File: src/rtl/cp0_regs.sv
// cp0_regs: MIPS CP0 register file (Count/Compare/Status/Cause/EPC, exception commit, redirect); timer logic under CP0_TIMER_EN
module cp0_regs #(
  parameter int unsigned COUNT_DIV  = 1,
  parameter logic [31:0] HANDLER_PC = 32'h0000_0040,
  parameter logic [31:0] STATUS_RST = 32'h0000_0000
) (
  input  logic        clk,
  input  logic        rst,
  input  logic        cp0we,
  input  logic [4:0]  cp0Addr,
  input  logic [31:0] cp0wData,
  output logic [31:0] cp0rData,
  input  logic [31:0] excptype,
  input  logic [31:0] pc,
  output logic [31:0] status,
  output logic [31:0] cause,
  output logic [31:0] epc,
  output logic        excRedirect,
  output logic [31:0] newPc
);
  logic        exc_int, exc_sys, exc_ret, entry, wr, ti_d;
  logic [31:0] status_q, cause_q, epc_q, count_q, compare_q;
  assign exc_int = excptype[2];
  assign exc_sys = !excptype[2] && excptype[8];
  assign exc_ret = !excptype[2] && !excptype[8] && excptype[9];
  assign entry   = exc_int || exc_sys;
  assign wr      = cp0we && !entry && !exc_ret;
`ifdef CP0_TIMER_EN
  logic [7:0] presc_q;
  logic       tick, cnt_wr, cmp_wr;
  assign tick   = presc_q == 8'(COUNT_DIV - 1);
  assign cnt_wr = wr && cp0Addr == 5'd9;
  assign cmp_wr = wr && cp0Addr == 5'd11;
  assign ti_d   = cmp_wr ? 1'b0 : (count_q == compare_q && compare_q != 32'd0) ? 1'b1 : cause_q[10];
  always_ff @(posedge clk or posedge rst)
    if (rst) begin
      presc_q   <= '0;
      count_q   <= '0;
      compare_q <= '0;
    end else begin
      presc_q   <= (cnt_wr || cmp_wr || tick) ? 8'd0 : presc_q + 8'd1;
      count_q   <= cnt_wr ? cp0wData : tick ? count_q + 32'd1 : count_q;
      compare_q <= cmp_wr ? cp0wData : compare_q;
    end
`else
  assign count_q   = '0;
  assign compare_q = '0;
  assign ti_d      = 1'b0;
`endif
  always_ff @(posedge clk or posedge rst)
    if (rst) begin
      status_q <= STATUS_RST;
      cause_q  <= '0;
      epc_q    <= '0;
    end else begin
      status_q <= entry ? status_q | 32'h2 : exc_ret ? status_q & ~32'h2 :
                  (wr && cp0Addr == 5'd12) ? cp0wData & 32'h0000_FF03 : status_q;
      cause_q  <= {21'd0, ti_d, (wr && cp0Addr == 5'd13) ? cp0wData[9:8] : cause_q[9:8], 1'b0,
                   entry ? (exc_int ? 5'd0 : 5'd8) : cause_q[6:2], 2'b00};
      epc_q    <= entry ? pc : (wr && cp0Addr == 5'd14) ? cp0wData : epc_q;
    end
  assign status      = status_q;
  assign cause       = cause_q;
  assign epc         = epc_q;
  assign excRedirect = |excptype;
  assign newPc       = !excRedirect ? 32'd0 : exc_ret ? epc_q : HANDLER_PC;
  assign cp0rData    = cp0Addr == 5'd9  ? count_q :
                       cp0Addr == 5'd11 ? compare_q :
                       cp0Addr == 5'd12 ? status_q :
                       cp0Addr == 5'd13 ? cause_q :
                       cp0Addr == 5'd14 ? epc_q : 32'd0;
endmodule
File: config.mk
export PLATFORM = sky130hd
export DESIGN_NAME = cp0_regs
export DESIGN_NICKNAME = d
export VERILOG_FILES = /design/src/rtl/cp0_regs.sv
export SDC_FILE = /design/constraint.sdc
export NUM_CORES = 1
export LEC_CHECK = 0
export ABC_AREA = 0
export CORE_AREA = 2 2 102 104
export CTS_BUF_LIST = sky130_fd_sc_hd__clkbuf_16
export DETAILED_ROUTE_END_ITERATION = 16
export DIE_AREA = 0 0 104 106
export MAX_ROUTING_LAYER = met4
export PLACE_DENSITY = 0.81
export REMOVE_ABC_BUFFERS = 1
export SLEW_MARGIN = 20
export SYNTH_ARGS = -nofsm -noshare
export SYNTH_HDL_FRONTEND = slang
export SYNTH_SLANG_ARGS = --single-unit
File: constraint.sdc
create_clock -name clk -period 2.7 [get_ports clk]
set_input_delay 0.54 -clock clk [delete_from_list [all_inputs] [get_ports clk]]
set_output_delay 0.54 -clock clk [all_outputs]
set_load 0.05 [all_outputs]
==> metrics.txt <==
status=complete, no violations; Compound-Gate Fraction of Synth Area=0.0407; Core Box Area=10000 um^2; Fin. Hold Viols=0; R2R Path Start=status[1]; Setup crit start=cp0Addr[0]; multi-input logic area=1860 um^2; # nets final=614; Clk Latency, worst-skew pair=0.28 ns; number of I/O pins=265; Least-Margin Pin Slew=0.582 ns; port buffer count=213; leakage power=2.80 nW; final max-slew violation count=0; max_slew headroom=0.612; Placed Cells=639; Post-synth top flop=dfrtp_1; Fmax achieved=385 MHz; setup violators final=0; library cells used by synthesis=34; worst hold slack=0.542 ns; deepest clock path buffer count=2; final wirelength=10.8 mm; Die W=104 um; CTS tree=built; Final ANT Viol Nets=0; Starting Density=0.329; RSZ-0062 raised after global routing=false; Worst Setup Start Kind=input port; Post-synth ARST share=1.00; crit-path max FO=18; post-synthesis cell area=3290 um^2; CTS Sinks=45; fin util=0.623; Synth Area in XOR/XNOR=0; Layout fillers=791; Max VDD drop=0.259 mV; worst min path class=flop to flop; vias in the first global route=3176; crit path time final=2.60 ns; mux contribution to synthesized area=0.295; Worst R2R End=status[1]; PostCTS Resize Cnt=0; Power Total=2.53 mW; Syn-to-layout area delta=89.6%; critical path class=input port to primary output; Final Wtd Congestion=0.782; CP Capture Type=primary output; Die Y=106 um; clk root buf=clkbuf_16; DP Wirelength=8.53 mm; Pre-antenna DRT Iters=4; Placement Rows=37; share of the clock period used by the worst path=0.963; hold path depth=1; arrival time worst endpoint=2.06 ns; register area=1130 um^2; largest net degree at the start of global routing=35; Post-Syn Instances=295; hold buffer count at cts=0; ANT cells=0; Reg clk slew, reported paths=0.06 ns; simple-gate share of the synthesized area=0.169; DR vias=2970; Worst Hold Endpoint=status[10]; Worst Skew=0 ns; PD cells=406 nW/um^2; hold_sp=status[10]; main combinational cell family by area after synthesis=multiplexers; yosys warns=0; CTS HTree Levels=2; max cap viols=0; sequential area share after synthesis=0.342; Total Routing Usage GR=0.194; internal reg-to-reg setup slack=1.78 ns; initial antenna violation count=0; layout cell share with drive strength beyond 1=0.333; flops & latches, synth=45; die area=11000 um^2; Avg Cell Area, Syn=11.1 um^2; post-synthesis adder-cell area fraction=0; CTS Buf Count=5; GRT overflow=0; drc violations=0; post-DR vias/cell=4.59; Req. time, crit path=2.16 ns; Post-CTS Setup Bufs=0; Reg2Reg Depth=3; Iteration-0 DRC Markers=49; Post-synth EDFFs=0; WL per Instance=16.6 um; final std cells w/o fill=647; first-pass GRT wire length=16.6 mm
-- worst max-delay path, cell delays in order --
cell and delay, ns:
clkdlybuf4s50_1 0.65, nand2b_4 0.22, nor2_2 0.06, buf_12 0.16
a22o_1 0.27, buf_12 0.16
-- final cells by class --
class	count	area share
Timing Repair Buffer	228	0.468
Clock buffer	5	0.0201
Inverter	3	0.00181
Clock inverter	3	0.00341
Sequential cell	45	0.181
Tap cell	136	0.0273
Multi-Input combinational cell	227	0.298
-- where the power goes --
part	internal (mW)	switching (mW)	total, mW
logic	0.469	0.642	1.11
clock network	0.345	0.269	0.613
registers	0.737	0.0674	0.804
total	1.55	0.978	2.53
-- worst max path at each step --
stage                               to  slack (ns)  depth (start not counted)
after global routing       excRedirect        0.03                          5
after CTS                  excRedirect        0.12                          5
after floorplan                 epc[0]       -1.96                          3
final                     cp0rData[15]         0.1                          6
after detailed placement       epc[30]        0.08                          5
after global placement     excRedirect        0.11                          5
-- logic make-up after synthesis --
logic type	Yosys count
other cells	1
buf+inv	73
compound gates	14
mux	76
simple gates	86
flops	45
-- through the flow --
step	setup WS, ns	setup TNS, ns	instance area, um^2
floorplan	-1.96	-103.66	2990
global placement	0.109	0	6090
detailed placement	0.0797	0	6090
CTS	0.115	0	6230
global route	0.0252	0	6230
finish	0.0996	0	6230
-- cells in the final DEF (no fill, tap or decap), types with 2 or more instances in the layout --
cell type        count
inv_1                2
mux2_2              42
buf_4               13
a2111oi_0            2
nor2_1               3
a22o_1               8
nor2b_1              3
nor3_1               3
nor4_1               8
mux2_4              30
nand2_1              2
dfrtp_1             45
and2_1              21
clkdlybuf4s50_1    148
conb_1              51
clkbuf_16            5
mux2_1               4
nand2b_1             2
buf_12              67
and3_1              31
nand4_1              2
-- cells in the mapped netlist (all sizes together), types with 5 or more instances --
master	number	share of area
and3	31	0.059
nor2	5	0.0057
dfrtp	45	0.34
a22o	8	0.021
mux2	76	0.29
clkbuf	10	0.011
buf	60	0.14
and2	21	0.040
nor4	8	0.015
-- metal layers --
metal | track usage | wire length [um] | vias up
met4 | 0.0483 | 157 | 0
met1 | 0.217 | 4210 | 1434
met3 | 0.0497 | 799 | 12
met5 | - | 0 | -
li1 | - | - | 1367
met2 | 0.348 | 5590 | 157
-- registers in the layout, summed over array words and instances (netlist names) --
signal / count
status: 10
cause: 3
epc: 32
(Power assumes the default switching activity.)
